[config.mk]
export PLATFORM = sky130hd
export DESIGN_NAME = alu_operand_stage_flat
export DESIGN_NICKNAME = d
export VERILOG_FILES = /design/src/rtl/alu_operand_stage_if.sv /design/src/rtl/alu_operand_stage.sv /design/src/flat_wrapper.sv
export SDC_FILE = /design/constraint.sdc
export NUM_CORES = 1
export LEC_CHECK = 0
export BUFFER_PORTS_ARGS = -buffer_cell sky130_fd_sc_hd__buf_2
export CAP_MARGIN = 20
export CORE_MARGIN = 3
export CORE_UTILIZATION = 32
export DETAILED_ROUTE_END_ITERATION = 16
export GPL_TIMING_DRIVEN = 1
export SYNTH_ARGS = -nofsm -noshare
export SYNTH_HDL_FRONTEND = slang
export SYNTH_SLANG_ARGS = --single-unit
[constraint.sdc]
create_clock -name clk -period 4.85 [get_ports clk]
set_input_delay 0.485 -clock clk [delete_from_list [all_inputs] [get_ports clk]]
set_output_delay 0.485 -clock clk [all_outputs]
set_load 0.01 [all_outputs]
[src/rtl/alu_operand_stage_if.sv]
// Bus bundle for alu_operand_stage.
// It carries the decoder-side handshake (id_*) and the EX-side operand bus (ex_*, op1/op2, field).
interface alu_operand_stage_if #(
    parameter int XLEN      = 32,
    parameter int NREG_BITS = 5
);
    logic                 id_valid;
    logic                 id_ready;
    logic [XLEN-1:0]      id_pc;
    logic [NREG_BITS-1:0] id_rs1_addr;
    logic [NREG_BITS-1:0] id_rs2_addr;
    logic [NREG_BITS-1:0] id_rd_addr;
    logic [XLEN-1:0]      id_rs1_data;
    logic [XLEN-1:0]      id_rs2_data;
    logic [XLEN-1:0]      id_imm;
    logic [2:0]           id_funct3;
    logic                 id_funct7b5;
    logic [1:0]           id_class;
    logic [1:0]           id_src_a;
    logic [1:0]           id_src_b;
    logic                 id_is_load;
    logic                 id_is_store;
    logic                 id_regwrite;
    logic                 flush;
    logic                 ex_ready;

    logic                 ex_valid;
    logic [XLEN-1:0]      op1;
    logic [XLEN-1:0]      op2;
    logic [3:0]           field;
    logic [NREG_BITS-1:0] ex_rd;
    logic                 ex_regwrite;
    logic                 ex_is_load;
    logic [XLEN-1:0]      ex_store_data;

    modport master (
        output id_valid, id_pc, id_rs1_addr, id_rs2_addr, id_rd_addr,
               id_rs1_data, id_rs2_data, id_imm, id_funct3, id_funct7b5,
               id_class, id_src_a, id_src_b, id_is_load, id_is_store,
               id_regwrite, flush, ex_ready,
        input  id_ready, ex_valid, op1, op2, field, ex_rd, ex_regwrite,
               ex_is_load, ex_store_data
    );

    modport slave (
        input  id_valid, id_pc, id_rs1_addr, id_rs2_addr, id_rd_addr,
               id_rs1_data, id_rs2_data, id_imm, id_funct3, id_funct7b5,
               id_class, id_src_a, id_src_b, id_is_load, id_is_store,
               id_regwrite, flush, ex_ready,
        output id_ready, ex_valid, op1, op2, field, ex_rd, ex_regwrite,
               ex_is_load, ex_store_data
    );
endinterface

[src/rtl/alu_operand_stage.sv]
// ID/EX operand stage: it registers decoded instructions, forwards from EX/MEM and MEM/WB, and inserts load-use bubbles.
// Defining STAGE_PERF_CNT_EN enables the stall/flush performance counters; otherwise both outputs are tied to 0.
module alu_operand_stage #(
    parameter int XLEN      = 32,
    parameter int NREG_BITS = 5
) (
    input  logic                 clk,
    input  logic                 rst,
    alu_operand_stage_if.slave   bus,
    input  logic [NREG_BITS-1:0] exm_rd,
    input  logic                 exm_we,
    input  logic [XLEN-1:0]      exm_data,
    input  logic [NREG_BITS-1:0] wb_rd,
    input  logic                 wb_we,
    input  logic [XLEN-1:0]      wb_data,
    output logic [31:0]          stall_cnt,
    output logic [31:0]          flush_cnt
);
    logic                 ex_valid_reg;
    logic                 ex_is_load_reg;
    logic                 ex_regwrite_reg;
    logic [NREG_BITS-1:0] ex_rd_reg;
    logic [XLEN-1:0]      pc_reg;
    logic [XLEN-1:0]      imm_reg;
    logic [1:0]           src_a_reg;
    logic [1:0]           src_b_reg;
    logic [3:0]           field_reg;
    logic [3:0]           field_next;
    logic [XLEN-1:0]      op1_next;
    logic [XLEN-1:0]      op2_next;

    logic hazard;
    logic advance;
    logic capture;
    logic hold;

    // A live load in the stage blocks any incoming instruction that reads its destination.
    always_comb begin
        hazard = 1'b0;
        if (ex_valid_reg && ex_is_load_reg && (ex_rd_reg != '0)) begin
            if ((bus.id_src_a == 2'd0) && (bus.id_rs1_addr == ex_rd_reg))
                hazard = 1'b1;
            if (((bus.id_src_b == 2'd0) || bus.id_is_store) && (bus.id_rs2_addr == ex_rd_reg))
                hazard = 1'b1;
        end
    end

    assign advance     = ~ex_valid_reg | bus.ex_ready;
    assign capture     = ~bus.flush & advance & bus.id_valid & ~hazard;
    assign hold        = ~bus.flush & ~advance;
    assign bus.id_ready = advance & ~hazard;

    always_comb begin
        field_next = 4'b0000;
        case (bus.id_class)
            2'd0:    field_next = {bus.id_funct7b5, bus.id_funct3};
            2'd1:    field_next = {bus.id_funct7b5 & (bus.id_funct3 == 3'b101), bus.id_funct3};
            2'd2:    field_next = 4'b0000;
            default: field_next = 4'b1000;
        endcase
    end

    // Each source operand has a registered address and value plus a forwarding mux.
    // While the stage stalls, the value is rewritten with the forwarded result, so a producer that retires mid-stall is kept.
    genvar gi;
    generate
        for (gi = 0; gi < 2; gi++) begin : gen_opnd
            logic [NREG_BITS-1:0] addr_reg;
            logic [XLEN-1:0]      data_reg;
            logic [XLEN-1:0]      fwd;
            logic [NREG_BITS-1:0] id_addr;
            logic [XLEN-1:0]      id_data;

            assign id_addr = (gi == 0) ? bus.id_rs1_addr : bus.id_rs2_addr;
            assign id_data = (gi == 0) ? bus.id_rs1_data : bus.id_rs2_data;

            always_comb begin
                fwd = data_reg;
                if (addr_reg == '0)
                    fwd = '0;
                else if (exm_we && (exm_rd == addr_reg))
                    fwd = exm_data;
                else if (wb_we && (wb_rd == addr_reg))
                    fwd = wb_data;
            end

            always_ff @(posedge clk or posedge rst) begin
                if (rst) begin
                    addr_reg <= '0;
                    data_reg <= '0;
                end else if (capture) begin
                    addr_reg <= id_addr;
                    data_reg <= id_data;
                end else if (hold) begin
                    data_reg <= fwd;
                end
            end
        end
    endgenerate

    always_ff @(posedge clk or posedge rst) begin
        if (rst) begin
            ex_valid_reg    <= 1'b0;
            ex_is_load_reg  <= 1'b0;
            ex_regwrite_reg <= 1'b0;
            ex_rd_reg       <= '0;
            pc_reg          <= '0;
            imm_reg         <= '0;
            src_a_reg       <= 2'd0;
            src_b_reg       <= 2'd0;
            field_reg       <= 4'b0000;
        end else begin
            if (bus.flush)
                ex_valid_reg <= 1'b0;
            else if (advance)
                ex_valid_reg <= bus.id_valid & ~hazard;
            if (capture) begin
                ex_is_load_reg  <= bus.id_is_load;
                ex_regwrite_reg <= bus.id_regwrite;
                ex_rd_reg       <= bus.id_rd_addr;
                pc_reg          <= bus.id_pc;
                imm_reg         <= bus.id_imm;
                src_a_reg       <= bus.id_src_a;
                src_b_reg       <= bus.id_src_b;
                field_reg       <= field_next;
            end
        end
    end

    always_comb begin
        op1_next = '0;
        case (src_a_reg)
            2'd0:    op1_next = gen_opnd[0].fwd;
            2'd1:    op1_next = pc_reg;
            default: op1_next = '0;
        endcase
    end

    always_comb begin
        op2_next = '0;
        case (src_b_reg)
            2'd0:    op2_next = gen_opnd[1].fwd;
            2'd1:    op2_next = imm_reg;
            2'd2:    op2_next = XLEN'(32'd4);
            default: op2_next = '0;
        endcase
    end

    assign bus.ex_valid      = ex_valid_reg;
    assign bus.op1           = op1_next;
    assign bus.op2           = op2_next;
    assign bus.field         = field_reg;
    assign bus.ex_rd         = ex_rd_reg;
    assign bus.ex_regwrite   = ex_regwrite_reg;
    assign bus.ex_is_load    = ex_is_load_reg;
    assign bus.ex_store_data = gen_opnd[1].fwd;

`ifdef STAGE_PERF_CNT_EN
    logic [31:0] stall_cnt_reg;
    logic [31:0] flush_cnt_reg;

    always_ff @(posedge clk or posedge rst) begin
        if (rst) begin
            stall_cnt_reg <= 32'd0;
            flush_cnt_reg <= 32'd0;
        end else begin
            if (bus.id_valid && hazard)
                stall_cnt_reg <= stall_cnt_reg + 32'd1;
            if (bus.flush && ex_valid_reg)
                flush_cnt_reg <= flush_cnt_reg + 32'd1;
        end
    end

    assign stall_cnt = stall_cnt_reg;
    assign flush_cnt = flush_cnt_reg;
`else
    assign stall_cnt = 32'd0;
    assign flush_cnt = 32'd0;
`endif
endmodule

[src/flat_wrapper.sv]
// flat-port wrapper written by rule: the top's interface ports become plain ports
module alu_operand_stage_flat 
#(
    parameter int XLEN      = 32,
    parameter int NREG_BITS = 5
)
  (clk, rst, exm_rd, exm_we, exm_data, wb_rd, wb_we, wb_data, stall_cnt, flush_cnt, bus_id_valid, bus_id_pc, bus_id_rs1_addr, bus_id_rs2_addr, bus_id_rd_addr, bus_id_rs1_data, bus_id_rs2_data, bus_id_imm, bus_id_funct3, bus_id_funct7b5, bus_id_class, bus_id_src_a, bus_id_src_b, bus_id_is_load, bus_id_is_store, bus_id_regwrite, bus_flush, bus_ex_ready, bus_id_ready, bus_ex_valid, bus_op1, bus_op2, bus_field, bus_ex_rd, bus_ex_regwrite, bus_ex_is_load, bus_ex_store_data);
  alu_operand_stage_if #(.XLEN(XLEN), .NREG_BITS(NREG_BITS)) bus_i ();
  input  logic clk;
  input  logic rst;
  input  logic [NREG_BITS-1:0] exm_rd;
  input  logic exm_we;
  input  logic [XLEN-1:0] exm_data;
  input  logic [NREG_BITS-1:0] wb_rd;
  input  logic wb_we;
  input  logic [XLEN-1:0] wb_data;
  output logic [31:0] stall_cnt;
  output logic [31:0] flush_cnt;
  input wire logic [$bits(bus_i.id_valid)-1:0] bus_id_valid;
  input wire logic [$bits(bus_i.id_pc)-1:0] bus_id_pc;
  input wire logic [$bits(bus_i.id_rs1_addr)-1:0] bus_id_rs1_addr;
  input wire logic [$bits(bus_i.id_rs2_addr)-1:0] bus_id_rs2_addr;
  input wire logic [$bits(bus_i.id_rd_addr)-1:0] bus_id_rd_addr;
  input wire logic [$bits(bus_i.id_rs1_data)-1:0] bus_id_rs1_data;
  input wire logic [$bits(bus_i.id_rs2_data)-1:0] bus_id_rs2_data;
  input wire logic [$bits(bus_i.id_imm)-1:0] bus_id_imm;
  input wire logic [$bits(bus_i.id_funct3)-1:0] bus_id_funct3;
  input wire logic [$bits(bus_i.id_funct7b5)-1:0] bus_id_funct7b5;
  input wire logic [$bits(bus_i.id_class)-1:0] bus_id_class;
  input wire logic [$bits(bus_i.id_src_a)-1:0] bus_id_src_a;
  input wire logic [$bits(bus_i.id_src_b)-1:0] bus_id_src_b;
  input wire logic [$bits(bus_i.id_is_load)-1:0] bus_id_is_load;
  input wire logic [$bits(bus_i.id_is_store)-1:0] bus_id_is_store;
  input wire logic [$bits(bus_i.id_regwrite)-1:0] bus_id_regwrite;
  input wire logic [$bits(bus_i.flush)-1:0] bus_flush;
  input wire logic [$bits(bus_i.ex_ready)-1:0] bus_ex_ready;
  output wire logic [$bits(bus_i.id_ready)-1:0] bus_id_ready;
  output wire logic [$bits(bus_i.ex_valid)-1:0] bus_ex_valid;
  output wire logic [$bits(bus_i.op1)-1:0] bus_op1;
  output wire logic [$bits(bus_i.op2)-1:0] bus_op2;
  output wire logic [$bits(bus_i.field)-1:0] bus_field;
  output wire logic [$bits(bus_i.ex_rd)-1:0] bus_ex_rd;
  output wire logic [$bits(bus_i.ex_regwrite)-1:0] bus_ex_regwrite;
  output wire logic [$bits(bus_i.ex_is_load)-1:0] bus_ex_is_load;
  output wire logic [$bits(bus_i.ex_store_data)-1:0] bus_ex_store_data;
  assign bus_i.id_valid = bus_id_valid;
  assign bus_i.id_pc = bus_id_pc;
  assign bus_i.id_rs1_addr = bus_id_rs1_addr;
  assign bus_i.id_rs2_addr = bus_id_rs2_addr;
  assign bus_i.id_rd_addr = bus_id_rd_addr;
  assign bus_i.id_rs1_data = bus_id_rs1_data;
  assign bus_i.id_rs2_data = bus_id_rs2_data;
  assign bus_i.id_imm = bus_id_imm;
  assign bus_i.id_funct3 = bus_id_funct3;
  assign bus_i.id_funct7b5 = bus_id_funct7b5;
  assign bus_i.id_class = bus_id_class;
  assign bus_i.id_src_a = bus_id_src_a;
  assign bus_i.id_src_b = bus_id_src_b;
  assign bus_i.id_is_load = bus_id_is_load;
  assign bus_i.id_is_store = bus_id_is_store;
  assign bus_i.id_regwrite = bus_id_regwrite;
  assign bus_i.flush = bus_flush;
  assign bus_i.ex_ready = bus_ex_ready;
  assign bus_id_ready = bus_i.id_ready;
  assign bus_ex_valid = bus_i.ex_valid;
  assign bus_op1 = bus_i.op1;
  assign bus_op2 = bus_i.op2;
  assign bus_field = bus_i.field;
  assign bus_ex_rd = bus_i.ex_rd;
  assign bus_ex_regwrite = bus_i.ex_regwrite;
  assign bus_ex_is_load = bus_i.ex_is_load;
  assign bus_ex_store_data = bus_i.ex_store_data;
  alu_operand_stage #(.XLEN(XLEN), .NREG_BITS(NREG_BITS)) u_core (.clk(clk), .rst(rst), .bus(bus_i), .exm_rd(exm_rd), .exm_we(exm_we), .exm_data(exm_data), .wb_rd(wb_rd), .wb_we(wb_we), .wb_data(wb_data), .stall_cnt(stall_cnt), .flush_cnt(flush_cnt));
endmodule
## Word-level counts from Yosys, hierarchy flattened

Index checks and enable logic that the tools add are counted.

- Output and inout bits: 173
- Bits in registers: 154
- Word-level logic and storage cells: 74
- Input bits: 237

- Equality and inequality tests: 12
- Bitwise gates (word level): 12
- Reductions and logical operators: 19
- Mux-type cells: 18

Operator list:

| cell | count |
|---|---|
| 2-to-1 mux 32 bit | 10 |
| case mux 32 bit (3 select lines) | 1 |
| case mux 32 bit (2 select lines) | 1 |
| == test 5 bit | 6 |
| case mux 4 bit (3 select lines) | 1 |
| zero test 2 bit | 5 |
| zero test 5 bit | 2 |
| logical AND 1 bit | 8 |
| AND 1 bit | 7 |
| == test 2 x 1 -> 1 bit (second input constant) | 3 |
| 2-to-1 mux 1 bit | 5 |
| nonzero test 5 bit | 1 |
| == test 2 bit (second input constant) | 2 |
| NOT 1 bit | 4 |
| nonzero test 2 bit | 2 |
| == test 3 bit (second input constant) | 1 |
| logical OR 1 bit | 1 |
| OR 1 bit | 1 |

## Depth between registers and ports, before layout

- Word-level depth: 9
- Gate-level depth with buffers: 9
- Gate-level depth less buffers: 6

## Worst setup path before layout

Ideal clock, no wire load.

- Path kind: input-to-output
- Start point: input wb_rd[4]
- End point: output bus_op2[31]
- Arrival: 2.023 ns
- Slack: 2.342 ns
- Required time: 4.365 ns
- Buffers on the path: 2
- Stages on the path: 8
- Path through: xnor2_1 > nand4_1 > or2_2 > buf_2 > buf_4 > o21ai_0 > o22ai_1 > o41ai_1

- Word-level cells in the longest chain between the ends: 6

Ends and longest elaborated chain:

| element | line | text |
|---|---|---|
| from (decl) | flat_wrapper.sv:14 | `input logic [NREG_BITS-1:0] wb_rd;` |
| == test 5 bit | alu_operand_stage.sv:83 | `else if (wb_we && (wb_rd == addr_reg))` |
| logical AND 1 bit | alu_operand_stage.sv:83 |  |
| 2-to-1 mux 32 bit | alu_operand_stage.sv:83 |  |
| 2-to-1 mux 32 bit | alu_operand_stage.sv:81 | `else if (exm_we && (exm_rd == addr_reg))` |
| 2-to-1 mux 32 bit | alu_operand_stage.sv:79 | `if (addr_reg == '0)` |
| case mux 32 bit (3 select lines) | alu_operand_stage.sv:141 | `case (src_b_reg)` |
| to (decl) | flat_wrapper.sv:40 | `output wire logic [$bits(bus_i.op2)-1:0] bus_op2;` |

No other way between the ends.

## Worst setup path in the final report

- Start point: register u_core.gen_opnd[0].addr_reg[1]
- End point: output bus_op1[10]

- Word-level cells in the longest chain between the ends: 6
- Elaborated cells on any way between the ends: 9
- Classes of those cells: eq/ne: 2; mux: 4; reduce/logical: 3

Ends and longest elaborated chain:

| element | line | text |
|---|---|---|
| from (decl) | alu_operand_stage.sv:68 | `logic [NREG_BITS-1:0] addr_reg;` |
| from (signal assigned) | alu_operand_stage.sv:92 | `addr_reg <= id_addr;` |
| == test 5 bit | alu_operand_stage.sv:83 |  |
| logical AND 1 bit | alu_operand_stage.sv:83 |  |
| 2-to-1 mux 32 bit | alu_operand_stage.sv:83 |  |
| 2-to-1 mux 32 bit | alu_operand_stage.sv:81 |  |
| 2-to-1 mux 32 bit * | alu_operand_stage.sv:79 |  |
| case mux 32 bit (2 select lines) * | alu_operand_stage.sv:132 | `case (src_a_reg)` |
| to (decl) | flat_wrapper.sv:39 | `output wire logic [$bits(bus_i.op1)-1:0] bus_op1;` |

Every way passes the cells marked *; elsewhere a longest branch is shown, timed or not.

==> results.py <==
metrics = {
    "die": {
        "coreArea_um2": 29200,
        "io_pins": 410,
        "die_h_um": 179,
        "dieArea_um2": 32200,
        "start_util": 0.330,
        "die_x_um": 179,
        "rows": 62,
    },
    "logic_synthesis": {
        "synth.top_cell.area_share": 0.401,
        "synth_cell_types": 41,
        "netlist_area_um2": 9610,
        "synth_top_family_by_area": "compound AO/OA/AOI/OAI gates",
        "synthMuxAreaShare": 0.0323,
        "synth_area_leader_cell": "dfrtp_1",
        "synth-compound-area-share": 0.261,
        "synth_common_cells": "369 x nand2_1, 154 x dfrtp_1, 119 x o21ai_0",
        "synthAdderAreaFrac": 0,
        "async_flop_share": 1.00,
        "synth_most_common_cell": "nand2_1",
        "synth_warnings": 0,
        "ys_seq_area_frac": 0.401,
        "synth.area.top_cells": "dfrtp_1 40%, nand2_1 14%, o211ai_1 7.5%",
        "synth_edf_count": 0,
        "syn-instance-count": 1208,
        "ys_ff_latch": 154,
        "synth_xor_xnor_area_share": 0.0273,
        "yosys.area_share.simple": 0.165,
        "synth_ff_type": "dfrtp_1",
        "synth.avg_cell_area_um2": 7.96,
    },
    "clocking": {
        "ctsHtreeMaxLevel": 4,
        "cts_buffer_depth": 2,
        "clk_pin_slew_ps": 80,
        "clk_latency_ps": 440,
        "numCtsBuffers": 17,
        "root_buffer": "clkbuf_16",
        "post-cts-setup-buffers": 0,
        "ctsResizeCount": 0,
        "cts.sink_count": 154,
        "tritoncts": "yes",
        "postCtsHoldBufs": 0,
    },
    "routing": {
        "wl_per_cell_um": 19.1,
        "top_layer": "met5",
        "met2_length_um": 17300,
        "antenna_left": 0,
        "via_count": 9737,
        "dr_wl_met3_um": 2660,
        "drt-met1-wl_um": 15600,
        "drcViolationCount": 0,
        "drt-total-wl_um": 36100,
        "firstDrtPassIters": 6,
        "first_iter_violations": 598,
        "vias_per_cell": 5.16,
    },
    "hold_path": {
        "holdCritPathClass": "input pin to async pin",
    },
    "timing": {
        "max_freq_mhz": 260,
        "rsz0062_at_grt": "false",
        "period_needed_ps": 3850,
        "tightest_slew_ps": 1100,
        "drv_slew": 0,
        "post-route-period-util": 0.794,
        "skew_ps": 24.3,
        "final-hold-violation-count": 0,
        "tns_ps": 0,
        "setup_ws_ps": 1000,
        "setup_viol": 0,
        "max_slew_margin": 0.265,
    },
    "finish": {
        "largest_reg_flops": 64,
        "finalNonFillerCells": 1887,
        "drive_gt1_frac": 0.270,
        "fin_nets": 1726,
        "utilization": 0.407,
        "area_growth_syn_to_layout_pct": 23.5,
    },
    "placed_design": {
        "port_buffers": 345,
        "pre_cts_ws_ps": 1330,
        "finalWeightedCongestion": 0.801,
        "dp_cells": 1854,
        "hpwl_um": 25500,
    },
    "pwr": {
        "p_per_area_nw_per_um2": 358,
        "p_leak_uw": 0.00611,
        "ir_drop_mv": 0.210,
    },
    "status": {
        "status": "complete, no violations",
    },
    "setup_path": {
        "critPathRequiredTime_ps": 4370,
        "end_kind": "output pin",
        "crit_fanout": 61,
        "critPathKind": "flip-flop to output pin",
        "arrival_ps": 3360,
        "critical_path.startpoint_type": "flip-flop",
    },
    "global_routing": {
        "grt_start_max_net_pins": 83,
        "antenna_found_initial": 4,
        "grt_pass1_wl_um": 53900,
        "grt.total_usage": 0.217,
        "grt_overflow": 0,
        "grt_pass1_vias": 9569,
    },
    "run": {
        "drv_cap": 0,
    },
}
[layer usage]
layer / global-route usage / vias to the layer above
li1: - / 4614
met1: 0.283 / 4628
met2: 0.367 / 447
met3: 0.0468 / 42
met4: 0.0551 / 6
met5: 0 / -
[cells in the final DEF (no fill, tap or decap), types with 2 or more instances in the layout]
master	instances
mux2i_1	31
dfrtp_1	152
o21ai_1	10
nand2_1	368
xnor2_1	21
nor2_4	2
or2_2	2
nor2_1	9
o21ai_4	2
clkinvlp_4	4
conb_1	64
a221o_1	31
inv_1	33
clkinv_4	2
nand3b_1	4
clkbuf_16	17
xor2_1	9
clkinv_2	6
nand4_1	4
buf_12	2
o21ai_0	119
o211ai_1	96
or4_1	2
buf_4	13
a21oi_1	95
clkbuf_1	2
a22o_1	30
buf_2	345
nor4_1	2
nand3_4	2
dfrtp_2	2
[layout make-up]
class	count	area, µm²
Tap cell	384	480
Clock buffer	19	433
Multi-Input combinational cell	922	5000
Clock inverter	13	108
Fill cell	3013	17300
Timing Repair Buffer	360	1860
Inverter	34	133
Antenna cell	1	2.50
Sequential cell	154	3860
[logic make-up after synthesis]
logic type,Yosys count
buf+inv,195
mux,31
flops,154
other cells,1
xor+xnor,30
simple gates,405
compound gates,392
[critical path: stages (launching register included)]
cell and delay, ps:
dfrtp_1 450, xor2_1 170, nor4_1 490, nand3_4 580
buf_4 470, o211ai_1 150, o211ai_1 170, a21oi_1 220
buf_2 170
[per-stage QoR]
stage / power, µW / hold WS [ps] / area [µm²]
after floorplan: 2460 / 446 / 9850
after global placement: 2960 / 453 / 11300
after detailed placement: 2990 / 462 / 11300
after CTS: 4290 / 207 / 11900
after global routing: 4500 / 228 / 11900
final: 4250 / 220 / 11900
[where the power goes]
group	switching, µW	leakage [µW]	internal [µW]	total (µW)
combinational	802	0.00393	529	1330
sequential	150	0.00191	1480	1630
clock	583	0.000258	702	1290
[worst paths after layout]
kind | startpoint | endpoint | slack [ps] | cells after the start
worst max-delay path | u_core.gen_opnd[0].addr_reg[1] | bus_op1[10] | 1000 | 8
worst min-delay path | rst | u_core.imm_reg[22] | 220 | 2
worst max register to register | u_core.gen_opnd[0].addr_reg[1] | u_core.gen_opnd[0].data_reg[0] | 1960 | 7
worst min register to register | u_core.pc_reg[27] | u_core.pc_reg[27] | 480 | 2
max in group asynchronous | rst | u_core.pc_reg[20] | 3570 | 3
min in group clk | bus_id_pc[29] | u_core.pc_reg[29] | 230 | 3
(Power assumes the default switching activity.)
